File: src/rtl/instr_meter_pkg.sv
// Shared types and defaults for the instrumented adder ring-oscillator meter.
package instr_meter_pkg;

    typedef enum logic [1:0] {
        ST_IDLE   = 2'd0,
        ST_SETTLE = 2'd1,
        ST_COUNT  = 2'd2,
        ST_DONE   = 2'd3
    } meter_state_t;

    localparam int DEF_WIDTH       = 32;
    localparam int DEF_CNT_W       = 32;
    localparam int DEF_WIN_W       = 16;
    localparam int DEF_SYNC_STAGES = 2;
    localparam int MIN_SYNC_STAGES = 2;

    // Depths below the metastability minimum are raised to it.
    function automatic int sync_depth(input int requested);
        int depth;
        if (requested < MIN_SYNC_STAGES) begin
            depth = MIN_SYNC_STAGES;
        end else begin
            depth = requested;
        end
        return depth;
    endfunction

endpackage

File: src/rtl/instr_meter_sync.sv
// Synchroniser for the asynchronous ring output plus rising-edge detect.
// These flops are the only logic that sees osc_in directly.
module instr_meter_sync #(
    parameter int STAGES = 2
) (
    input  logic wb_clk_i,
    input  logic wb_rst_n,
    input  logic osc_in,
    output logic osc_rise
);

    logic [STAGES-1:0] sync_r;
    logic              prev_r;

    // Synchroniser chain and previous-sample register, updated every cycle.
    always_ff @(posedge wb_clk_i or negedge wb_rst_n) begin
        if (!wb_rst_n) begin
            sync_r <= {STAGES{1'b0}};
            prev_r <= 1'b0;
        end else begin
            sync_r <= {sync_r[STAGES-2:0], osc_in};
            prev_r <= sync_r[STAGES-1];
        end
    end

    assign osc_rise = sync_r[STAGES-1] & ~prev_r;

endmodule

File: src/rtl/instrumented_adder_meter.sv
// Ring-oscillator gate-window edge counter for the instrumented adder.
// Optional INSTR_METER_CONTINUOUS_EN adds a `continuous` input for back-to-back windows.
module instrumented_adder_meter
    import instr_meter_pkg::*;
#(
    parameter int WIDTH       = DEF_WIDTH,
    parameter int CNT_W       = DEF_CNT_W,
    parameter int WIN_W       = DEF_WIN_W,
    parameter int SYNC_STAGES = DEF_SYNC_STAGES
) (
    input  logic                     wb_clk_i,
    input  logic                     wb_rst_n,
    input  logic                     active,
    input  logic                     start,
    input  logic [WIN_W-1:0]         window,
    input  logic [$clog2(WIDTH)-1:0] tap_sel,
    input  logic                     osc_in,
`ifdef INSTR_METER_CONTINUOUS_EN
    input  logic                     continuous,
`endif
    output logic [WIDTH-1:0]         ring_en_b,
    output logic                     busy,
    output logic                     done,
    output logic [CNT_W-1:0]         count,
    output logic                     overflow
);

    localparam int TAP_W  = $clog2(WIDTH);
    localparam int SYNC_N = sync_depth(SYNC_STAGES);
    localparam int TMR_W  = (WIN_W > 8) ? WIN_W : 8;

    meter_state_t       state_r;
    logic [WIN_W-1:0]   win_r;
    logic [TAP_W-1:0]   tap_r;
    logic [TMR_W-1:0]   tmr_r;
    logic [WIDTH-1:0]   ring_en_b_r;
    logic               busy_r;
    logic               done_r;
    logic [CNT_W-1:0]   count_r;
    logic               overflow_r;
    logic               osc_rise_s;
    logic               cont_s;

`ifdef INSTR_METER_CONTINUOUS_EN
    assign cont_s = continuous;
`else
    assign cont_s = 1'b0;
`endif

    // Out-of-range taps leave every enable deasserted, so the ring never runs.
    function automatic logic [WIDTH-1:0] tap_mask_b(input logic [TAP_W-1:0] t);
        logic [WIDTH-1:0] m;
        m = {WIDTH{1'b1}};
        if (32'(t) < WIDTH) begin
            m[t] = 1'b0;
        end else begin
            m = {WIDTH{1'b1}};
        end
        return m;
    endfunction

    instr_meter_sync #(
        .STAGES   (SYNC_N)
    ) u_sync (
        .wb_clk_i (wb_clk_i),
        .wb_rst_n (wb_rst_n),
        .osc_in   (osc_in),
        .osc_rise (osc_rise_s)
    );

    // Measurement FSM with registered ring enables, status and result.
    always_ff @(posedge wb_clk_i or negedge wb_rst_n) begin
        if (!wb_rst_n) begin
            state_r     <= ST_IDLE;
            win_r       <= {WIN_W{1'b0}};
            tap_r       <= {TAP_W{1'b0}};
            tmr_r       <= {TMR_W{1'b0}};
            ring_en_b_r <= {WIDTH{1'b1}};
            busy_r      <= 1'b0;
            done_r      <= 1'b0;
            count_r     <= {CNT_W{1'b0}};
            overflow_r  <= 1'b0;
        end else if (!active) begin
            // Abort keeps the partial count and overflow for inspection.
            state_r     <= ST_IDLE;
            ring_en_b_r <= {WIDTH{1'b1}};
            busy_r      <= 1'b0;
            done_r      <= 1'b0;
        end else begin
            done_r <= 1'b0;
            case (state_r)
                ST_IDLE: begin
                    if (start) begin
                        win_r       <= window;
                        tap_r       <= tap_sel;
                        tmr_r       <= TMR_W'(SYNC_N);
                        ring_en_b_r <= tap_mask_b(tap_sel);
                        busy_r      <= 1'b1;
                        count_r     <= {CNT_W{1'b0}};
                        overflow_r  <= 1'b0;
                        state_r     <= ST_SETTLE;
                    end else begin
                        busy_r      <= 1'b0;
                    end
                end
                ST_SETTLE: begin
                    if (tmr_r != {TMR_W{1'b0}}) begin
                        tmr_r <= tmr_r - TMR_W'(1);
                    end else if (win_r == {WIN_W{1'b0}}) begin
                        ring_en_b_r <= {WIDTH{1'b1}};
                        done_r      <= 1'b1;
                        state_r     <= ST_DONE;
                    end else begin
                        tmr_r   <= TMR_W'(win_r) - TMR_W'(1);
                        state_r <= ST_COUNT;
                    end
                end
                ST_COUNT: begin
                    if (osc_rise_s) begin
                        if (count_r != {CNT_W{1'b1}}) begin
                            count_r <= count_r + CNT_W'(1);
                        end else begin
                            overflow_r <= 1'b1;
                        end
                    end
                    if (tmr_r != {TMR_W{1'b0}}) begin
                        tmr_r <= tmr_r - TMR_W'(1);
                    end else begin
                        ring_en_b_r <= {WIDTH{1'b1}};
                        done_r      <= 1'b1;
                        state_r     <= ST_DONE;
                    end
                end
                ST_DONE: begin
                    if (cont_s) begin
                        tmr_r       <= TMR_W'(SYNC_N);
                        ring_en_b_r <= tap_mask_b(tap_r);
                        count_r     <= {CNT_W{1'b0}};
                        overflow_r  <= 1'b0;
                        state_r     <= ST_SETTLE;
                    end else begin
                        busy_r  <= 1'b0;
                        state_r <= ST_IDLE;
                    end
                end
                default: begin
                    ring_en_b_r <= {WIDTH{1'b1}};
                    busy_r      <= 1'b0;
                    state_r     <= ST_IDLE;
                end
            endcase
        end
    end

    assign ring_en_b = ring_en_b_r;
    assign busy      = busy_r;
    assign done      = done_r;
    assign count     = count_r;
    assign overflow  = overflow_r;

endmodule

File: config.mk
export PLATFORM = sky130hd
export DESIGN_NAME = instrumented_adder_meter
export DESIGN_NICKNAME = d
export VERILOG_FILES = /design/src/rtl/instr_meter_pkg.sv /design/src/rtl/instr_meter_sync.sv /design/src/rtl/instrumented_adder_meter.sv
export SDC_FILE = /design/constraint.sdc
export NUM_CORES = 1
export LEC_CHECK = 0
export CAP_MARGIN = 10
export CORE_ASPECT_RATIO = 0.7
export CORE_MARGIN = 8
export CORE_UTILIZATION = 49
export CTS_CLUSTER_SIZE = 8
export DETAILED_ROUTE_END_ITERATION = 10
export PLACE_DENSITY = 0.74
export SETUP_SLACK_MARGIN = 0.2
export SLEW_MARGIN = 30
export SYNTH_ARGS = -nofsm -noshare
export SYNTH_HDL_FRONTEND = slang
export SYNTH_HIERARCHICAL = 1
export SYNTH_SLANG_ARGS = --single-unit
File: constraint.sdc
create_clock -name wb_clk_i -period 2.3 [get_ports wb_clk_i]
set_clock_uncertainty 0.05 [all_clocks]
set_input_delay 0.46 -clock wb_clk_i [delete_from_list [all_inputs] [get_ports wb_clk_i]]
set_output_delay 0.46 -clock wb_clk_i [all_outputs]
set_load 0.01 [all_outputs]
==> results.tsv, run 1 <==
metric	value	unit
mostFrequentLayoutCells	buf_4, clkdlybuf4s50_1, dfrtp_1, nand2_1, dfstp_2	
crit_type	reg -> reg	
crit_path_top_delay_cell	or4_4	
n_antenna_cell	0	
r2r-end	count[21]	
antenna_found_initial	0	
postLayoutCoreUtil	78.4	%
worstPathRequired	2.53	ns
root_buffer	clkbuf_16	
dp_hpwl	13800	um
finalSetupViolCount	39	
synth_edf_count	0	
place.gp.congestion	0.953	
ir_drop	1.04	mV
clkLatencyLatePin	0.36	ns
grt_max_degree	40	
core_area	11700	um^2
drtIter0Drc	870	
yosys_warnings	6	
p_seq_share	22.3	%
drt-vias-per-instance	6.59	
ant_nets	0	
max_stage_delay	0.55	ns
syn-instance-count	586	
grt_pass1_vias	6148	
final_common_cell	buf_4	
io_pins	93	
dp_cells	927	
gr-usage-all-layers	24.9	%
crit_chain	buf_6 -> ha_4 -> mux2_4 -> nand3_4 -> or4_4 -> buf_6 -> or4_1 -> a21oi_1	
cts_sinks	104	
power_density	1230	nW/um^2
path_buf_inv	2	
die_w	147	um
syn_to_final_growth	56.6	%
timing.max_cap.violations	0	
worstMarginPinSlew	0.522	ns
hold_viol	0	
clkPwrFrac	13.6	%
ctsHoldBuffers	0	
cts_max_path_buffers	2	
synth.avg_cell_area	9.98	um^2
htree_levels	3	
timing.fmax	411	MHz
drc	0	
critical-path-top-delay-family	simple AND/OR/NAND/NOR gates	
static-leakage-power	3.76	nW
r2r_start	state_r[1]	
netlist-cell-type-count	69	
layout_min_cycle_time	2.43	ns
hp-class	in -> async	
initial_utilization	50.1	%
synthArstFlopShare	100	%
synth_fp_nets	621	
nNetsFinal	855	
cts_tree	built	
overflow	0	
slew-limit-headroom	65.2	%
crit_path_end_kind	register	
rr_worst_depth	8	
cts_buffers	9	
netlist_area	5850	um^2
cp-startpoint	state_r[1]	
timing.hold.ws	0.00989	ns
drive_gt1_share	40.1	%
clk_pin_slew_worst_paths	0.08	ns
dr.pass1.iters	6	
synth-seq-cells	104	
dieArea	15700	um^2
vias	6469	
cp.arrival	2.66	ns
grt_pass1_wl	32200	um
design_area	9160	um^2
p_total	11.2	mW
switching_share	44.4	%
outcome	finished, violations left	
cp_num_cells	8	
power_switching	4.99	mW
p_comb_share	64.1	%
path_max_fanout	5	
crit_path_end	count[21]	
postRouteWirelength	22400	um
die_y	107	um
io_buffers	92	
power.internal	6.24	mW
rsz0062_at_grt	true	
placementRows	33	
placed_cell_area	7930	um^2
rrSetupSlack	-0.13	ns
ys_seq_area_share	45.2	%
synth-main-ff-cell	dfrtp_1	
start_kind	register	
maxSlewViolCount	0	
finalCritPeriodShare	106	%
setup_ws	-0.133	ns
critPathMostFrequentCell	buf_6	
routedWlPerCell	22.8	um
instances_no_fill	982	
n_fill_cell	690	
violations	negative setup slack	
-- logic make-up after synthesis --
logic type               count (synthesis)  share of synthesized area, %
AND/OR/NAND/NOR                        234                          22.2
AO/OA/AOI/OAI                          147                          19.3
adder cells (fa/ha/maj)                  9                          1.92
buffers and inverters                   42                          2.91
multiplexers                            29                          5.33
XOR/XNOR                                21                          3.14
flip-flops                             104                          45.2
-- cells in the mapped netlist (4+ instances only) --
cell type | n | area [um^2]
a22o_1 | 8 | 70.1
or3_1 | 10 | 62.6
dfstp_2 | 32 | 841
nor2_1 | 31 | 116
mux2i_1 | 12 | 120
a2111oi_0 | 9 | 78.8
nand2b_1 | 15 | 93.8
nor4_1 | 10 | 62.6
a31oi_1 | 7 | 43.8
clkbuf_1 | 19 | 71.3
mux2_2 | 17 | 191
nand3_1 | 33 | 165
a2bb2oi_1 | 4 | 35.0
o31ai_1 | 9 | 67.6
o32a_1 | 24 | 240
ha_1 | 9 | 113
or4_1 | 6 | 45.0
xnor2_1 | 9 | 78.8
inv_1 | 18 | 67.6
nor3_1 | 21 | 105
nand4_1 | 12 | 75.1
dfrtp_1 | 72 | 1800
and3_1 | 11 | 68.8
and4_1 | 5 | 43.8
nand4b_1 | 4 | 35.0
o22ai_1 | 7 | 43.8
a21oi_1 | 20 | 100
o21ai_0 | 19 | 95.1
nand2_1 | 49 | 184
xor2_1 | 12 | 105
buf_2 | 4 | 20.0
a311oi_1 | 4 | 35.0
-- routing by layer --
metal / up-vias / routed length (um) / share of wire, % / GRT usage, %
met5: - / 0 / 0 / 0
met4: 0 / 604 / 2.7 / 7.77
met3: 78 / 2380 / 11 / 7.39
met2: 445 / 10500 / 47 / 38.9
met1: 3192 / 8950 / 40 / 32.9
li1: 2754 / - / - / -
-- per-stage QoR --
step | TNS, ns | worst slack (ns)
6_report | -1.86 | -0.133
4_1_cts | -0.203 | -0.0265
5_1_grt | -5.81 | -0.252
3_3_place_gp | -4.91 | -0.203
3_5_place_dp | -7.91 | -0.289
2_1_floorplan | 0 | 0.00755
-- worst min-delay path by stage --
stage / from / to / slack (ns) / depth (start not counted)
finish: wb_rst_n / count[4] / 0.01 / 1
global route: wb_rst_n / u_sync/sync_r[0] / 0.04 / 1
CTS: wb_rst_n / count[5] / 0.03 / 1
detailed placement: u_sync/sync_r[0] / u_sync/sync_r[1] / 0.29 / 0
global placement: u_sync/sync_r[0] / u_sync/sync_r[1] / 0.28 / 0
floorplan: wb_rst_n / busy / 0.11 / 0
-- flip-flops by register name (all words and copies together), names as in the netlist --
signal,cells
state_r,2
win_r,16
busy,1
overflow,1
done,1
ring_en_b,32
u_sync/sync_r,2
u_sync/prev_r,1
tmr_r,16
count,32
-- final cells by class --
type / count / area (um^2) / share of cell area, %
multi-input combinational: 444 / 3680 / 40.2
sequential: 104 / 2650 / 28.9
timing repair buffer: 243 / 2270 / 24.8
clock buffer: 9 / 225 / 2.46
tap: 157 / 196 / 2.14
inverter: 18 / 72.6 / 0.792
clock inverter: 7 / 61.3 / 0.669
-- what timing repair did --
| item | CTS | global route |
|---|---|---|
| setup endpoints to repair | 74 | 84 |
| gates cloned | 2 | 2 |
| buffers inserted | 16 | 19 |
| pin swaps | 22 | 31 |
| gates resized for setup | 64 | 90 |
-- power by group through the flow --
stage | Combinational (mW) | Sequential [mW] | Clock, mW
CTS | 6.24 | 2.47 | 1.53
detailed placement | 5.70 | 2.49 | 0
floorplan | 3.22 | 2.52 | 0
global route | 7.60 | 2.54 | 1.60
finish | 7.20 | 2.50 | 1.53
global placement | 5.58 | 2.47 | 0
Power figures use the tool's default switching activity.
==> run 2: changes to the inputs <==
- SKIP_LAST_GASP: default -> 1
==> run 2 against run 1 <==
  * The run still ends with negative setup slack left
  * Clock-buffer cell count unchanged
  * Final cell count unchanged
  * Non-clock buffer count unchanged
  * Critical path depth up 1
  * Utilization down 0.28 points
  * Via count up 0.15%
  * Global-route usage down 0.082 points
  * Largest cell class unchanged
==> results.tsv, run 2 (synthesized netlist as in run 1, its figures left out) <==
metric	value	unit	change
crit_chain	buf_6 -> inv_6 -> ha_4 -> mux2_4 -> nand3_4 -> or4_4 -> buf_4 -> or4_1 -> a21oi_1		
crit_path_end_kind	register		
overflow	0		unchanged
worstPathRequired	2.53	ns	about the same
drt-vias-per-instance	6.60		+0.15%
power_switching	4.99	mW	about the same
grt_max_degree	40		unchanged
dr.pass1.iters	5		-1
switching_share	44.4	%	about the same
power_density	1230	nW/um^2	+0.36%
core_area	11700	um^2	unchanged
grt_pass1_wl	32100	um	-0.25%
rrSetupSlack	-0.13	ns	about the same
placed_cell_area	7930	um^2	unchanged
timing.hold.ws	0.0182	ns	+0.00831 ns
placementRows	33		unchanged
place.gp.congestion	0.953		unchanged
ctsHoldBuffers	0		unchanged
dp_hpwl	13800	um	unchanged
drc	0		unchanged
design_area	9130	um^2	-0.36%
timing.max_cap.violations	0		unchanged
routedWlPerCell	23.0	um	+0.64%
root_buffer	clkbuf_16		
n_antenna_cell	0		unchanged
cts_buffers	9		unchanged
clkLatencyLatePin	0.36	ns	about the same
max_stage_delay	0.53	ns	-0.02 ns
cts_tree	built		
hp-class	in -> async		
path_buf_inv	3		+1
start_kind	register		
path_max_fanout	5		unchanged
clkPwrFrac	13.6	%	about the same
cts_sinks	104		unchanged
cts_max_path_buffers	2		unchanged
p_seq_share	22.3	%	about the same
outcome	finished, violations left		
mostFrequentLayoutCells	buf_4, clkdlybuf4s50_1, dfrtp_1, nand2_1, dfstp_2		
ant_nets	0		unchanged
finalSetupViolCount	43		+10%
die_y	107	um	unchanged
power.internal	6.24	mW	about the same
final_common_cell	buf_4		
syn_to_final_growth	56.0	%	
n_fill_cell	696		+0.87%
grt_pass1_vias	6100		-0.78%
nNetsFinal	855		unchanged
drive_gt1_share	40.0	%	-0.12 points
crit_path_top_delay_cell	or4_4		
postRouteWirelength	22500	um	+0.64%
drtIter0Drc	728		-16%
p_comb_share	64.1	%	about the same
setup_ws	-0.134	ns	-0.00105 ns
die_w	147	um	unchanged
hold_viol	0		unchanged
place_ws	-0.289	ns	unchanged
initial_utilization	50.1	%	unchanged
vias	6479		+0.15%
worstMarginPinSlew	0.557	ns	+0.0358 ns
gr-usage-all-layers	24.9	%	-0.082 points
dieArea	15700	um^2	unchanged
critical-path-top-delay-family	simple AND/OR/NAND/NOR gates		
layout_min_cycle_time	2.43	ns	+0.00105 ns
io_buffers	92		unchanged
crit_type	reg -> reg		
violations	negative setup slack		
io_pins	93		unchanged
htree_levels	3		unchanged
static-leakage-power	3.73	nW	-0.90%
ir_drop	0.868	mV	-16%
cp.arrival	2.66	ns	about the same
timing.fmax	411	MHz	about the same
slew-limit-headroom	62.8	%	-2.4 points
maxSlewViolCount	0		unchanged
clk_pin_slew_worst_paths	0.08	ns	about the same
antenna_found_initial	0		unchanged
finalCritPeriodShare	106	%	about the same
rsz0062_at_grt	true		
[run 2: cell counts in the layout (fill, tap and decap cells not counted)]
No cell type changed its count.
[run 2: layout make-up]
| class | count | area, um^2 | share of cell area (%) |
|---|---|---|---|
| Multi-Input combinational cell | 444 | 3660 | 40.2 |
| Sequential cell | 104 | 2650 | 29.0 |
| Timing Repair Buffer | 243 | 2260 | 24.7 |
| Clock buffer | 9 | 225 | 2.47 |
| Tap cell | 157 | 196 | 2.15 |
| Inverter | 18 | 72.6 | 0.795 |
| Clock inverter | 7 | 61.3 | 0.672 |
[run 2: path summary, 6_finish.rpt]
| check | start | endpoint | cells past startpoint |
|---|---|---|---|
| hold / removal | wb_rst_n | count[5] | 1 |
| hold reg to reg | u_sync/sync_r[0] | u_sync/sync_r[1] | 0 |
| setup reg to reg | state_r[0] | count[21] | 9 |
| max in group asynchronous | wb_rst_n | ring_en_b[9] | 2 |
| setup / recovery | state_r[0] | count[21] | 9 |
| min in group wb_clk_i | u_sync/sync_r[0] | u_sync/sync_r[1] | 0 |
[run 2: timing repair]
item,CTS,global route
resized for setup,61,87
pin swaps,21,30
endpoints found under the hold margin,0,0
cloned,2,2
setup endpoints to repair,74,84
setup buffers,16,19
[run 2: stage by stage]
| stage | setup TNS (ns) | power [mW] | util, % | cells |
|---|---|---|---|---|
| floorplan | 0 | 5.75 | - | 586 |
| global placement | -4.91 | 8.05 | 67.9 | 927 |
| detailed placement | -7.91 | 8.19 | 67.9 | 927 |
| CTS | -0.210 | 10.2 | 73.6 | 961 |
| global route | -6.06 | 11.7 | 78.1 | 982 |
| finish | -2.74 | 11.2 | 78.1 | 982 |
[run 2: metal layers]
layer	part of all wire (%)	up-vias	wire [um]	global-route usage (%)
met5	0	-	0	0
met4	3.2	0	725	8.13
met3	10	89	2360	7.73
met2	46	446	10400	38.4
met1	40	3183	9030	32.8
li1	-	2761	-	-
[run 2: power groups by stage]
stage                     combinational [mW]  sequential, mW  clock (mW)
after global placement                  5.58            2.47           0
after floorplan                         3.22            2.52           0
after global routing                    7.58            2.54        1.61
final                                   7.19            2.50        1.53
after detailed placement                5.70            2.49           0
after CTS                               6.22            2.47        1.53
==> run 3: changes to the inputs <==
- RECOVER_POWER: default -> 100
- REMOVE_ABC_BUFFERS: default -> 1
==> run 3 against run 2 <==
  * Hold slack gained 0.30 ns
  * Highest routed layer unchanged
  * Setup slack improved by 0.00050 ns
  * Largest power group unchanged
  * Combinational power grew 0.6%
  * Largest cell class unchanged
  * Register-to-register slack about the same
  * Die area unchanged
  * Final cell count decreased by 0.51%
  * Via count down 2.6%
  * Fmax hardly changed
  * The flow still finishes with violations (negative setup slack)
  * Critical path depth stayed put
  * Non-clock buffer count fell by 2
==> results.tsv, run 3 (synthesized netlist as in run 1, its figures left out) <==
metric	value	unit	change
io_pins	93		unchanged
timing.max_cap.violations	0		unchanged
timing.fmax	411	MHz	about the same
critPathMostFrequentCell	buf_6		
rr_worst_depth	9		unchanged
postRouteWirelength	21600	um	-4.3%
overflow	0		unchanged
tns	-0.499	ns	+2.24 ns
r2r_start	state_r[1]		
crit_path_end_kind	register		
path_max_fanout	5		unchanged
syn_to_final_growth	55.6	%	
rsz0062_at_grt	true		
critical-path-top-delay-family	simple AND/OR/NAND/NOR gates		
crit_chain	inv_2 -> buf_6 -> ha_4 -> mux2_4 -> nand3_4 -> or4_4 -> buf_6 -> o31ai_1 -> a21oi_2		
die_w	147	um	unchanged
drtIter0Drc	774		+6.3%
gr-usage-all-layers	23.9	%	-0.99 points
hp-class	reg -> reg		
drt-vias-per-instance	6.46		-2.1%
grt_max_degree	46		+15%
place.gp.congestion	1.02		+7.4%
io_buffers	92		unchanged
r2r-end	count[21]		
core_area	11700	um^2	unchanged
slew-limit-headroom	20.0	%	-43 points
ir_drop	0.822	mV	-5.2%
final_common_cell	buf_4		
clk_pin_slew_worst_paths	0.08	ns	about the same
finalSetupViolCount	16		-63%
grt_pass1_wl	30500	um	-4.9%
vias	6312		-2.6%
violations	negative setup slack		
design_area	9100	um^2	-0.25%
cts_buffers	9		unchanged
hold_viol	0		unchanged
clkLatencyLatePin	0.36	ns	about the same
drc	0		unchanged
dieArea	15700	um^2	unchanged
antenna_found_initial	0		unchanged
setup_ws	-0.134	ns	+0.000501 ns
start_kind	register		
hp-start	u_sync/sync_r[0]		
dp_hpwl	14000	um	+1.1%
n_fill_cell	694		-0.29%
outcome	finished, violations left		
dp_cells	933		+0.65%
routedWlPerCell	22.1	um	-3.8%
mostFrequentLayoutCells	buf_4, clkdlybuf4s50_1, dfrtp_1, nand2_1, dfstp_2		
power_density	1240	nW/um^2	+0.95%
rrSetupSlack	-0.13	ns	about the same
p_total	11.3	mW	+0.70%
cts_tree	built		
ant_nets	0		unchanged
root_buffer	clkbuf_16		
placed_cell_area	7840	um^2	-1.1%
drive_gt1_share	37.7	%	-2.3 points
worstPathRequired	2.48	ns	-0.05 ns
finalCritPeriodShare	106	%	about the same
die_y	107	um	unchanged
worstMarginPinSlew	1.20	ns	+0.643 ns
whs_endpoint	u_sync/sync_r[1]		
grt_pass1_vias	5772		-5.4%
crit_path_top_delay_cell	or4_4		
placementRows	33		unchanged
cp.arrival	2.62	ns	-0.04 ns
layout_min_cycle_time	2.43	ns	-0.000501 ns
cts_sinks	104		unchanged
initial_utilization	50.1	%	unchanged
path_buf_inv	3		unchanged
instances_no_fill	977		-0.51%
htree_levels	3		unchanged
maxSlewViolCount	0		unchanged
static-leakage-power	3.69	nW	-1.1%
crit_type	reg -> reg		
cts_max_path_buffers	2		unchanged
hold_depth	0		
nNetsFinal	850		-0.58%
dr.pass1.iters	8		+3
max_stage_delay	0.60	ns	+0.07 ns
n_antenna_cell	0		unchanged
## run 3: worst max path at each step
stage | slack (ns) | endpoint | start | cells past startpoint
after global routing | -0.23 | count[21] | state_r[1] | 9
after detailed placement | -0.31 | count[25] | start | 6
final | -0.13 | count[21] | state_r[1] | 9
after floorplan | -0.57 | ring_en_b[0] | tmr_r[8] | 5
after global placement | -0.30 | count[25] | start | 6
after CTS | -0.04 | tmr_r[4] | state_r[1] | 8
## run 3: cell type report
| cell class | count | area [um^2] | area share, % |
|---|---|---|---|
| sequential | 104 | 2640 | 29.0 |
| tap | 157 | 196 | 2.16 |
| timing repair buffer | 241 | 2180 | 24.0 |
| clock buffer | 9 | 225 | 2.47 |
| inverter | 18 | 71.3 | 0.783 |
| multi-input combinational | 441 | 3700 | 40.7 |
| clock inverter | 7 | 83.8 | 0.921 |
## run 3: repair_timing
item,in CTS,in global routing
buffers inserted,7,16
hold buffers,1,0
gates cloned,1,3
endpoints found under the hold margin,9,0
pin swaps,14,55
endpoints found under the setup margin,82,83
gates resized for setup,49,106
## run 3: stage by stage
| stage | worst slack [ns] | util (%) | hold slack, ns |
|---|---|---|---|
| 6_report | -0.134 | 77.9 | 0.317 |
| 5_1_grt | -0.228 | 77.9 | 0.331 |
| 4_1_cts | -0.0356 | 72.4 | 0.312 |
| 3_5_place_dp | -0.306 | 67.1 | 0.292 |
| 3_3_place_gp | -0.299 | 67.1 | 0.290 |
| 2_1_floorplan | -0.575 | - | 0.114 |
## run 3: routing by layer
layer  vias to the layer above  track usage (%)  wire length (um)
met3                        64             7.64              2440
met1                      3060             33.5              8930
li1                       2742                -                 -
met5                         -                0                 0
met4                         0             4.54               521
met2                       446             35.5              9680
## run 3: power by group
part | leakage, nW | total [mW] | switching, mW | internal (mW)
Combinational | 2.24 | 7.23 | 4.04 | 3.18
Clock | 0.151 | 1.60 | 0.815 | 0.787
Sequential | 1.29 | 2.48 | 0.322 | 2.16
==> RTL change (flow settings as in run 1) <==
The option `INSTR_METER_CONTINUOUS_EN` is turned on by a define.
--- a/src/rtl/instrumented_adder_meter.sv
+++ b/src/rtl/instrumented_adder_meter.sv
@@ -2,2 +2,4 @@
 // Optional INSTR_METER_CONTINUOUS_EN adds a `continuous` input for back-to-back windows.
+`define INSTR_METER_CONTINUOUS_EN
+
 module instrumented_adder_meter
Ports: changed (added continuous); port bits go from 93 to 94. The function was not compared with the original's and may differ.
==> RTL change against run 1 <==
  * Critical path depth is the same
  * Power grew 13%
  * Design area grew 1.7%
  * Utilization shrank 6.5 points
  * Routed wire length shrank 8.5%
  * Area after synthesis grew 9.8%
  * Setup slack gained 0.17 ns
  * Fmax grew 7.7%
  * Via count shrank 3.3%
  * Sequential cell count grew 5
  * Sequential power grew 28%
  * Die area grew 8.5%
  * Largest cell class unchanged
  * Highest routed layer unchanged
==> RTL change: results (changes against run 1) <==
| Metric | Value |
|---|---|
| CTS buffer count | 9 (unchanged) |
| Worst-path fanout max | 6 (+1) |
| RePlAce Congestion | 0.9347 (-1.9%) |
| Drt via density | 6.019 (-8.6%) |
| Distinct cell type count after synthesis | 62 (-10%) |
| Relative slew margins | 59.96% (-5.2 points) |
| Yosys warning count | 6 (unchanged) |
| Peak per-stage delay on the critical path | 0.58 ns (+0.03 ns) |
| Outcome | finished, final reports clean |
| Sw Ratio | 42.78% (-1.6 points) |
| 1st-pass router iterations | 5 (-1) |
| Syn Nets | 731 (+18%) |
| First-pass GRT wire length | 31.52 mm (-2.0%) |
| Slowest cell on the critical path | or4_4 |
| CTS H-Tree Depth | 3 (unchanged) |
| Layout Nets | 904 (+5.7%) |
| Largest net degree at the start of global routing | 110 (+180%) |
| Area after DPL | 8159 µm² (+2.9%) |
| Port Buffers | 93 (+1.1%) |
| GRT Total Usage | 22.53% (-2.4 points) |
| Top cell family by delay on the critical path | simple AND/OR/NAND/NOR gates |
| Leakage | 3.642 nW (-3.2%) |
| Worst r2r src | state_r[0] |
| Iteration-0 DRC Markers | 473 (-46%) |
| Reg2Reg Setup Slack | 0.04 ns (+0.17 ns) |
| Min-delay worst type | in -> async |
| Commonest cells post-synth | 80 x nor2_1, 77 x dfrtp_1, 72 x nand2_1, 49 x o21ai_0, 33 x xnor2_1 |
| Sequential-to-total area share from yosys stat | 43.08% (-2.1 points) |
| Share of cells above drive strength 1 | 34.59% (-5.5 points) |
| Vias in the first global route | 5954 (-3.2%) |
| Post-DP HPWL | 13.81 mm (-0.12%) |
| Max VDD drop | 0.7989 mV (-23%) |
| Fillers | 916 (+33%) |
| WP data arrival | 2.46 ns (-0.20 ns) |
| WL/cell | 19.74 µm (-13%) |
| Synth area leaders | dfrtp_1 30%, dfstp_2 13%, mux2_2 4.7% |
-- RTL change: changes by cell type after synthesis, sizes merged, moves of 12 or more --
cell	run 1	this run
nor2	32	80
clkbuf	19	31
mux2	17	37
nand2	49	72
o211ai	3	16
xnor2	9	33
o32a	24	1
o22ai	7	20
o21ai	19	49
-- RTL change: per-layer routing --
| metal | global-route usage [%] | share of wire (%) |
|---|---|---|
| met1 | 31.28 | 45 |
| met2 | 34.44 | 46 |
| met3 | 5.766 | 7.6 |
| met4 | 5.585 | 1.6 |
| met5 | 0 | 0 |
-- RTL change: repair_timing --
item / 4_1_cts / 5_1_grt
resized for setup: 60 / 68
pin swaps: 20 / 36
endpoints found under the setup margin: 77 / 83
cloned: 0 / 3
setup buffers: 17 / 10
-- RTL change: layout make-up --
class,instances,share of cell area [%]
Clock buffer,10,2.564
Clock inverter,6,0.5639
Inverter,13,0.5505
Multi-Input combinational cell,534,43.42
Sequential cell,109,29.79
Tap cell,166,2.229
Timing Repair Buffer,201,20.88
-- RTL change: kinds of logic after synthesis --
logic type	synth area share, %
buffers and inverters	3.369
and+or+nand+nor	23.52
AOI/OAI and AO/OA	14.59
muxes	7.692
adders and majority gates	1.753
DFF	43.08
xor gates and xnor gates	5.998
-- RTL change: worst paths after layout --
| path | endpoint |
|---|---|
| max | count[19] |
| min | tmr_r[1] |
| max reg2reg | count[19] |
| min reg2reg | u_sync/sync_r[1] |
| max in group asynchronous | count[25] |
| min in group wb_clk_i | u_sync/sync_r[1] |
-- RTL change: through the flow --
stage / TNS, ns / utilization, % / worst slack (ns) / std cells / hold slack (ns)
after global routing: -0.4706 / 71.89 / -0.03772 / 1039 / 0.1447
after CTS: 0 / 68.49 / 0.08348 / 1026 / 0.1482
after global placement: -3.548 / 62.94 / -0.1970 / 993 / 0.2867
after floorplan: 0 / - / 0.05188 / 695 / 0.1144
final: 0 / 71.89 / 0.04128 / 1039 / 0.09344
after detailed placement: -5.831 / 62.94 / -0.2656 / 993 / 0.2977
-- RTL change: power by group through the flow --
stage | clock, mW | sequential [mW] | combinational (mW)
final | 1.57 | 3.21 | 7.88
after global routing | 1.66 | 3.29 | 8.49
after CTS | 1.60 | 3.16 | 6.95
after detailed placement | 0 | 3.18 | 6.42
after global placement | 0 | 3.14 | 6.29
after floorplan | 0 | 3.12 | 3.95
-- RTL change: worst reg2reg max path, cell delays in order, from the launching register on --
cell      delay, ns
dfrtp_1        0.43
buf_6          0.14
ha_4           0.15
o21bai_4       0.16
or4_4          0.58
buf_12         0.18
nor4b_4        0.24
xnor2_1        0.16
nor2_1         0.06
